## src/rtl/frame_draw_scheduler.sv

```systemverilog
// Per-frame sequencer: erase every enabled client, broadcast one move enable, redraw
// every enabled client, while arbitrating the single VGA write port between them.
module frame_draw_scheduler #(
  parameter int unsigned N_CLIENTS    = 3,
  parameter logic [2:0]  ERASE_COLOUR = 3'b000,
  parameter int unsigned TIMEOUT      = 1023
) (
  input  logic                    clk,
  input  logic                    reset,
  input  logic                    frame_tick,
  input  logic [N_CLIENTS-1:0]    client_mask,
  input  logic [10*N_CLIENTS-1:0] client_x,
  input  logic [10*N_CLIENTS-1:0] client_y,
  input  logic [3*N_CLIENTS-1:0]  client_col,
  input  logic [N_CLIENTS-1:0]    client_we,
  input  logic [N_CLIENTS-1:0]    client_done,
  output logic [N_CLIENTS-1:0]    client_draw,
  output logic                    move_en,
  output logic [9:0]              vga_x,
  output logic [9:0]              vga_y,
  output logic [2:0]              vga_colour,
  output logic                    vga_we,
  output logic                    busy,
  output logic                    overrun,
  output logic                    timeout_err
);
  localparam int unsigned IDX_W = (N_CLIENTS > 1) ? $clog2(N_CLIENTS) : 1;
  localparam int unsigned WD_W  = 10;
  localparam logic [WD_W-1:0] WD_LAST = WD_W'(TIMEOUT - 1);

  typedef enum logic [2:0] {
    IDLE, E_START, E_WAIT, MOVE, D_START, D_WAIT
  } state_t;

  state_t               state;
  logic [IDX_W-1:0]     idx;
  logic [N_CLIENTS-1:0] mask_q;
  logic [WD_W-1:0]      wdog;

  logic                 tick_ok, low_ok, nxt_ok;
  logic [IDX_W-1:0]     tick_idx, low_idx, nxt_idx;
  logic                 done_sel, wd_hit, active;

  function automatic logic [N_CLIENTS-1:0] onehot(input logic [IDX_W-1:0] i);
    onehot    = '0;
    onehot[i] = 1'b1;
  endfunction

  // Lowest enabled client (fresh mask and latched mask) and next enabled above idx.
  always_comb begin
    tick_ok  = 1'b0;
    tick_idx = '0;
    low_ok   = 1'b0;
    low_idx  = '0;
    nxt_ok   = 1'b0;
    nxt_idx  = '0;
    for (int i = N_CLIENTS - 1; i >= 0; i--) begin
      if (client_mask[i]) begin
        tick_ok  = 1'b1;
        tick_idx = IDX_W'(i);
      end
      if (mask_q[i]) begin
        low_ok  = 1'b1;
        low_idx = IDX_W'(i);
      end
      if (mask_q[i] && (i > int'(idx))) begin
        nxt_ok  = 1'b1;
        nxt_idx = IDX_W'(i);
      end
    end
  end

  assign done_sel = client_done[idx];
  assign wd_hit   = (wdog == WD_LAST);

  always_ff @(posedge clk or posedge reset) begin
    if (reset) begin
      state       <= IDLE;
      idx         <= '0;
      mask_q      <= '0;
      wdog        <= '0;
      client_draw <= '0;
      move_en     <= 1'b0;
      busy        <= 1'b0;
      overrun     <= 1'b0;
      timeout_err <= 1'b0;
    end else begin
      client_draw <= '0;
      move_en     <= 1'b0;
      if (frame_tick && (state != IDLE)) overrun <= 1'b1;
      case (state)
        IDLE: begin
          if (frame_tick) begin
            mask_q <= client_mask;
            busy   <= 1'b1;
            if (tick_ok) begin
              state       <= E_START;
              idx         <= tick_idx;
              client_draw <= onehot(tick_idx);
              wdog        <= '0;
            end else begin
              state   <= MOVE;
              move_en <= 1'b1;
            end
          end
        end
        E_START: state <= E_WAIT;
        E_WAIT: begin
          if (done_sel || wd_hit) begin
            if (!done_sel) timeout_err <= 1'b1;
            if (nxt_ok) begin
              state       <= E_START;
              idx         <= nxt_idx;
              client_draw <= onehot(nxt_idx);
              wdog        <= '0;
            end else begin
              state   <= MOVE;
              move_en <= 1'b1;
            end
          end else begin
            wdog <= wdog + 1'b1;
          end
        end
        MOVE: begin
          if (low_ok) begin
            state       <= D_START;
            idx         <= low_idx;
            client_draw <= onehot(low_idx);
            wdog        <= '0;
          end else begin
            state <= IDLE;
            busy  <= 1'b0;
          end
        end
        D_START: state <= D_WAIT;
        D_WAIT: begin
          if (done_sel || wd_hit) begin
            if (!done_sel) timeout_err <= 1'b1;
            if (nxt_ok) begin
              state       <= D_START;
              idx         <= nxt_idx;
              client_draw <= onehot(nxt_idx);
              wdog        <= '0;
            end else begin
              state <= IDLE;
              busy  <= 1'b0;
            end
          end else begin
            wdog <= wdog + 1'b1;
          end
        end
        default: state <= IDLE;
      endcase
    end
  end

  // Only the selected client reaches the VGA port, and only while it owns a pass slot.
  always_comb begin
    active     = (state == E_START) || (state == E_WAIT) ||
                 (state == D_START) || (state == D_WAIT);
    vga_x      = '0;
    vga_y      = '0;
    vga_we     = 1'b0;
    vga_colour = '0;
    if (active) begin
      vga_x      = client_x[10*idx +: 10];
      vga_y      = client_y[10*idx +: 10];
      vga_we     = client_we[idx];
      vga_colour = ((state == E_START) || (state == E_WAIT)) ? ERASE_COLOUR
                                                              : client_col[3*idx +: 3];
    end
  end
endmodule

```

## config.mk

```make
export PLATFORM = sky130hd
export DESIGN_NAME = frame_draw_scheduler
export DESIGN_NICKNAME = d
export VERILOG_FILES = /design/src/rtl/frame_draw_scheduler.sv
export SDC_FILE = /design/constraint.sdc
export NUM_CORES = 1
export LEC_CHECK = 0
export ABC_AREA = 1
export CAP_MARGIN = 0
export CORE_MARGIN = 2
export CORE_UTILIZATION = 28
export CTS_CLUSTER_DIAMETER = 60
export DETAILED_ROUTE_END_ITERATION = 10
export SYNTH_ARGS = -nofsm -noshare
export SYNTH_HDL_FRONTEND = slang
export SYNTH_SLANG_ARGS = --single-unit
```

## constraint.sdc

```tcl
create_clock -name clk -period 1.6 [get_ports clk]
set_input_delay 0.16 -clock clk [delete_from_list [all_inputs] [get_ports clk]]
set_output_delay 0.16 -clock clk [all_outputs]
set_load 0.01 [all_outputs]
```

# After elaboration in Yosys (flattened, before gate mapping)
# Index checks and enable logic that the tools add are counted.
# word_totals
ff_bits	25
in_bits	81
out_inout_bits	31
elab_cells	129
# op_classes
n_addsub	1
multipliers	2
magnitude_cmp	9
n_eq_ne	16
n_shift	3
muxes	67
n_bitwise	1
n_reduce_logical	21
# ops
cell	count
$mux 10	7
$shiftx 30x7->10	2
$mux 3	12
$mux 2	15
$pmux 10 s3	1
$mux 1	22
$pmux 3 s6	1
$ne 2x2->1 const B	7
$lt 2x3->1 const B	4
$add 10x1->10 const B	1
$eq 10x10->1 const B	1
$reduce_and 5->1	2
$pmux 3 s3	1
$reduce_bool 3->1	3
$shiftx 9x5->3	1
$demux 1 s2	3
$eq 3x2->1 const B	2
$eq 3x3->1 const B	2
$ge 2x1->1 const B	3
$logic_and 1x1->1	6
$pmux 2 s3	1
$reduce_and 3->1	2
$reduce_and 6->1	1
$mul 3x2->5 const A	1
14 further kinds	19

# Depth between registers and ports, before layout
# Gate-level depths: netlist of run 1.
# depth
ltp_word	11
ltp_mapped	11
depth_no_buf	10

# Worst setup path after synthesis of run 1
# No wires, ideal clock.
# synth_path
path_kind	register to output
from	reg idx[0]
to	out vga_x[2]
arrival_ps	1213
slack_ps	227
stages_incl_launch_ff	8
n_path_buf	2
path_cell_list	dfrtp_1 -> buf_4 -> nor2_4 -> buf_1 -> nand2_1 -> o21ai_0 -> nand2_1 -> inv_1
# synth_between
elab_chain_len	3
# synth_lines
element	line	rtl
from (decl)	36	logic [IDX_W-1:0] idx;
from (signal assigned)	98	idx <= tick_idx;
from (signal assigned)	113	idx <= nxt_idx;
from (signal assigned)	127	idx <= low_idx;
$mul 3x2->5	166	vga_x = client_x[10*idx +: 10];
$shiftx 30x7->10	166	
$mux 10	165	if (active) begin
to (decl)	19	output logic [9:0] vga_x,
# No other way between the ends.

# Final worst setup path of run 1
# layout_path
from	reg idx[1]
to	out vga_colour[2]
# layout_between
elab_chain_len	4
# layout_lines
element	line	rtl
$mul 2x2->4	170	: client_col[3*idx +: 3];
$shiftx 9x5->3	170	
$mux 3	169	vga_colour = ((state == E_START) || (state == E_WAIT)) ? ERASE_COLOUR
$mux 3	165	
to (decl)	21	output logic [2:0] vga_colour,
# No other way between the ends.

==> qor.csv, run 1 <==
metric;value;unit
fin_nets;580;
setup_violations;15;
syn-cell-area;2070;sq um
path_class;flop to output port;
ys.flop_type;dfrtp_1;
die_area;8100;sq um
hp-class;input pin to asynchronous set/reset pin;
synthTopCellsByArea;dfrtp_1 30%, nand2_1 18%, o21ai_0 12%;
total_power;5.76;mW
wirelength;8.04;mm
yosys_warnings;0;
crit_fanout;6;
crit-reg2reg-capture;state[1];
num_io_pins;112;
tritoncts;yes;
start_util;28.7;%
min_period_over_period;104;%
finalClockSkew;0.00286;ns
insertedDiodeCount;0;
yosysSeqAreaShare;30.2;%
path_cells;inv_2, nor2_4, buf_6, buf_6, buf_4, a2bb2oi_2, nor2_1, buf_2;
yosys.cell_count.top_type;nand2_1;
ir_worst_vdd;0.000759;V
avgViaCountPerCell;4.58;
antenna_left;0;
worst_pin_slew;0.334;ns
grt_antenna_before_repair;0;
fmax;601;MHz
grt_pass1_vias;2715;
synth_cells;343;
start_kind;flop;
drv_slew;0;
netSwitchingFraction;46.1;%
finalInstanceArea;3950;sq um
cts_htree_levels;1;
yosysTopAreaCell;dfrtp_1;
die_x;90.0;um
synth_cell_type_count;27;
final_layout_size_suffix_gt1_share;28.6;%
p_per_area;1460;nW/um^2
hold_viol_final;0;
synth_edf_count;0;
rr_startpoint;idx[1];
grt-ovfl-total;0;
p_leak;1.95;nW
rrSetupSlack;0.01;ns
clock_sinks;25;
critPathArrivalTime;1.50;ns
firstDrtPassIters;4;
cts_max_path_buffers;2;
drt_iter0_drc;75;
ff2ff_path_depth;11;
status;complete, but fails checks;
synth-seq-cells;25;
path_common_cell;buf_6;
period_needed;1.66;ns
cts_buffers;3;
grt_max_degree;26;
slew_headroom;77.6;%
comb_power_share;77.4;%
postCtsHoldBufs;0;
grt_pass1_wl;13.2;mm
pre_cts_ws;-0.280;ns
core_area;7210;sq um
cts.clk_slew.worst_paths;0.10;ns
syn_area_per_cell;6.04;sq um
crit_path_top_delay_cell;dfrtp_1;
end_kind;output port;
p_switching;2.65;mW
drc;0;
cpPeakStageDelay;0.40;ns
intPower;3.10;mW
place.gp.congestion;0.862;
synth_nets;426;
area_growth;90.5;%
clkPwrFrac;6.9;%
placed_area;3550;sq um
via_count;2725;
synth.top_cell.area_share;30.2;%
rsz0062_at_grt;true;
violations;negative setup slack;
synthArstFlopShare;100;%
post_drt_wl_per_cell;13.5;um
synth_commonest_cells;99 x nand2_1, 51 x o21ai_0, 46 x nor2_1;
grtUsageTotal;19.4;%
drv_cap;0;
clock_latency;0.27;ns
layout_setup_ws;-0.0649;ns
clockRootBuffer;clkbuf_8;
crit_required;1.44;ns
row_count;31;
seq_power_share;15.7;%
place_hpwl;5.75;mm
die_h;90.0;um
io_buffers;111;
what timing repair did:
action	CTS	global route
buffers inserted	6	6
pin swaps	21	13
endpoints found under the setup margin	43	43
cloned	3	3
resized for setup	162	53
cell usage in the layout, fill, tap and decap left out, types with 5 or more instances in the layout:
cell and instances:
nand3_1 18, buf_12 5, nand3_2 7, dfrtp_1 24, buf_2 17, inv_2 8, nand2_2 11, clkdlybuf4s50_1 87
buf_4 32, nand2_1 90, inv_1 38, nor2_4 5, o21ai_1 26, o21ai_2 19, o21ai_0 13, nor2_1 41
buf_6 14, xor2_1 6
power by group through the flow:
stage                     Sequential, mW  Clock [mW]  Combinational (mW)
after floorplan                    0.935           0                1.82
final                              0.905       0.399                4.45
after global placement             0.916           0                3.75
after global routing               0.924       0.433                4.87
after detailed placement           0.921           0                3.76
after CTS                          0.909       0.410                3.95
routing by layer:
layer / GRT usage, % / vias up / share of wire (%)
li1: - / 1394 / -
met1: 25.9 / 1233 / 45
met2: 33.9 / 92 / 48
met3: 3.44 / 6 / 5.9
met4: 2.56 / 0 / 0.75
met5: 0 / - / 0
kinds of logic after synthesis:
kind of cell | after synthesis | synth area share [%]
fa+ha+maj | 2 | 1.21
simple gates | 185 | 38.2
compound gates | 65 | 16.7
flops | 25 | 30.2
buf+inv | 60 | 11.2
xor+xnor | 6 | 2.54
worst max-delay path, delay by kind of cell (launching register included):
family	cells	cell delay (ns)
AOI/OAI and AO/OA	1	0.11
buffers and inverters	5	0.63
DFF	1	0.40
and+or+nand+nor	2	0.10
cell type report:
| class | count | area, sq um |
|---|---|---|
| timing repair buffer | 157 | 1510 |
| timing repair inverter | 2 | 25.0 |
| sequential | 25 | 627 |
| clock buffer | 3 | 41.3 |
| clock inverter | 1 | 7.51 |
| multi-input combinational | 259 | 1410 |
| inverter | 49 | 205 |
| tap | 99 | 124 |
| fill | 690 | 3270 |
how the worst max path moves through the flow:
stage	from	endpoint	slack, ns	cells past startpoint
finish	idx[1]	vga_colour[2]	-0.06	8
detailed placement	idx[0]	vga_x[9]	-0.28	6
global route	idx[1]	vga_colour[2]	-0.16	8
CTS	idx[0]	vga_colour[0]	-0.07	6
global placement	idx[0]	vga_x[9]	-0.28	6
floorplan	idx[0]	vga_x[2]	0.23	7
registers in the layout, indices dropped and copies added (netlist names):
| signal | cells |
|---|---|
| timeout_err | 1 |
| state | 3 |
| client_draw | 3 |
| busy | 1 |
| overrun | 1 |
| idx | 2 |
| move_en | 1 |
| mask_q | 3 |
| wdog | 10 |
per-stage QoR:
step           util, %  setup TNS (ns)  cells  hold slack, ns
4_1_cts           51.5          -0.507    588           0.246
3_3_place_gp      49.2           -5.14    575           0.465
5_1_grt           54.7           -3.69    595           0.281
3_5_place_dp      49.2           -5.72    575           0.469
6_report          54.7          -0.524    595           0.228
2_1_floorplan        -               0    343           0.187
(Power assumes the default switching activity.)
==> run 2: changes to the inputs <==
--- a/config.mk
+++ b/config.mk
@@ -11,6 +11,8 @@
 export CORE_UTILIZATION = 28
 export CTS_CLUSTER_DIAMETER = 60
 export DETAILED_ROUTE_END_ITERATION = 10
+export GPL_ROUTABILITY_DRIVEN = 0
+export PLACE_DENSITY_LB_ADDON = 0.1
 export SYNTH_ARGS = -nofsm -noshare
 export SYNTH_HDL_FRONTEND = slang
 export SYNTH_SLANG_ARGS = --single-unit
==> qor.csv, run 2 (synthesized netlist as in run 1, its figures left out) <==
metric;value;unit;change
cts.clk_slew.worst_paths;0.09;ns;was 0.10 ns
layout_commonest_cell;clkdlybuf4s50_1;;was nand2_1
stdcell_count;590;;was 595
final_layout_size_suffix_gt1_share;30.1;%;was 28.6%
min_period_over_period;105;%;was 104%
setup_violations;20;;was 15
slew_headroom;78.5;%;was 77.6%
row_count;31;;unchanged
drv_slew;0;;unchanged
clock_sinks;25;;unchanged
cts_buffers;3;;unchanged
wirelength;8.23;mm;was 8.04 mm
grt_pass1_vias;2578;;was 2715
core_area;7210;sq um;unchanged
ir_worst_vdd;0.000834;V;was 0.000759 V
grt_max_degree;27;;was 26
p_leak;1.96;nW;was 1.95 nW
drt_iter0_drc;92;;was 75
die_x;90.0;um;unchanged
num_io_pins;112;;unchanged
period_needed;1.67;ns;was 1.66 ns
final_cell_mix;87 x clkdlybuf4s50_1, 77 x nand2_1, 43 x nor2_1;;was 90 x nand2_1, 87 x clkdlybuf4s50_1, 41 x nor2_1
clockRootBuffer;clkbuf_8;;unchanged
regMostFlops;wdog;;unchanged
drv_cap;0;;unchanged
cts_htree_levels;1;;unchanged
grt_pass1_wl;13.1;mm;was 13.2 mm
grt-ovfl-total;0;;unchanged
area_growth;91.5;%;was 90.5%
crit_fanout;14;;was 6
total_power;5.88;mW;was 5.76 mW
avgViaCountPerCell;4.70;;was 4.58
antenna_left;0;;unchanged
firstDrtPassIters;5;;was 4
end_kind;output port;;unchanged
start_util;28.7;%;unchanged
grt_antenna_before_repair;0;;unchanged
violations;negative setup slack;;unchanged
drc;0;;unchanged
start_kind;flop;;unchanged
finalClockSkew;0.00639;ns;was 0.00286 ns
worst_pin_slew;0.323;ns;was 0.334 ns
hold_viol_final;0;;unchanged
fmax;598;MHz;was 601 MHz
grtUsageTotal;19.5;%;was 19.4%
dp_cells;574;;was 575
hp-class;input pin to asynchronous set/reset pin;;unchanged
postCtsHoldBufs;0;;unchanged
crit_required;1.44;ns;about the same
io_buffers;111;;unchanged
path_class;flop to output port;;unchanged
holdWs;0.230;ns;was 0.228 ns
fillers;701;;was 690
die_h;90.0;um;unchanged
p_per_area;1480;nW/um^2;was 1460 nW/um^2
tritoncts;yes;;unchanged
layout_setup_ws;-0.0732;ns;was -0.0649 ns
place_hpwl;5.66;mm;was 5.75 mm
fin_nets;575;;was 580
die_area;8100;sq um;unchanged
via_count;2774;;was 2725
critPathArrivalTime;1.51;ns;was 1.50 ns
insertedDiodeCount;0;;unchanged
largest_register_ffs;10;;unchanged
rsz0062_at_grt;true;;unchanged
clock_latency;0.27;ns;about the same
cts_max_path_buffers;2;;unchanged
post_drt_wl_per_cell;13.9;um;was 13.5 um
status;complete, but fails checks;;unchanged
## run 2: cell types whose count changed in the layout (fill, tap and decap cells not counted), moves of 2 or more
cell	previous run	this run
nor2_4	5	2
o21ai_0	13	8
nand2_2	11	21
buf_6	14	11
nand3_4	0	3
nand2_4	3	6
nor2_1	41	43
nand2_1	90	77
buf_4	32	27
o21ai_4	1	3
buf_2	17	19
o21ai_1	26	30
buf_12	5	8
nand3_2	7	4
## run 2: per-layer routing
layer  track usage (%)  up-vias  part of all wire (%)
met5                 0        -                     0
met4              3.21        0                  0.74
met3              3.94        9                   6.8
met2              33.0      103                    48
met1              26.4     1279                    44
li1                  -     1383                     -
## run 2: worst max-delay path, cell delays in order, from the launching register on
cell       delay [ns]
dfrtp_2          0.45
buf_12           0.15
buf_8            0.15
o21ai_2          0.14
a2bb2oi_2        0.15
nor2_1           0.07
buf_2            0.14
## run 2: final timing paths
check	start	end	slack, ns	cells after the start
setup / recovery	idx[0]	vga_colour[2]	-0.07	6
hold / removal	reset	wdog[0]	0.23	3
setup reg to reg	idx[0]	wdog[0]	0.03	10
hold reg to reg	timeout_err	timeout_err	0.48	1
max in group asynchronous	reset	idx[0]	1.10	3
min in group clk	timeout_err	timeout_err	0.48	1
## run 2: repair_timing
item / 4_1_cts / 5_1_grt
endpoints found under the hold margin: 0 / 0
gates cloned: 4 / 2
endpoints found under the setup margin: 43 / 44
pin swaps: 19 / 19
resized for setup: 181 / 49
setup buffers: 7 / 3
## run 2: report_power, final
| part | switching, mW | internal, mW | total (mW) | leakage, nW |
|---|---|---|---|---|
| Clock | 0.201 | 0.178 | 0.379 | 0.0228 |
| Combinational | 2.42 | 2.17 | 4.59 | 1.61 |
| Sequential | 0.118 | 0.796 | 0.914 | 0.323 |
| Total | 2.74 | 3.15 | 5.88 | 1.96 |
## run 2: through the flow
| stage | setup TNS (ns) | setup WS, ns | cell area [sq um] | util, % |
|---|---|---|---|---|
| after floorplan | 0 | 0.227 | 2070 | - |
| after global placement | -5.25 | -0.203 | 3550 | 49.2 |
| after detailed placement | -6.41 | -0.231 | 3550 | 49.2 |
| after CTS | -2.38 | -0.105 | 3840 | 53.3 |
| after global routing | -3.03 | -0.137 | 3970 | 55.0 |
| final | -0.437 | -0.0732 | 3970 | 55.0 |
## run 2: area by class of cell
class	count	area (sq um)	area share (%)
Tap cell	99	124	3.12
Timing Repair Buffer	154	1490	37.6
Multi-Input combinational cell	259	1480	37.2
Sequential cell	25	627	15.8
Clock buffer	4	45.0	1.14
Inverter	49	201	5.08
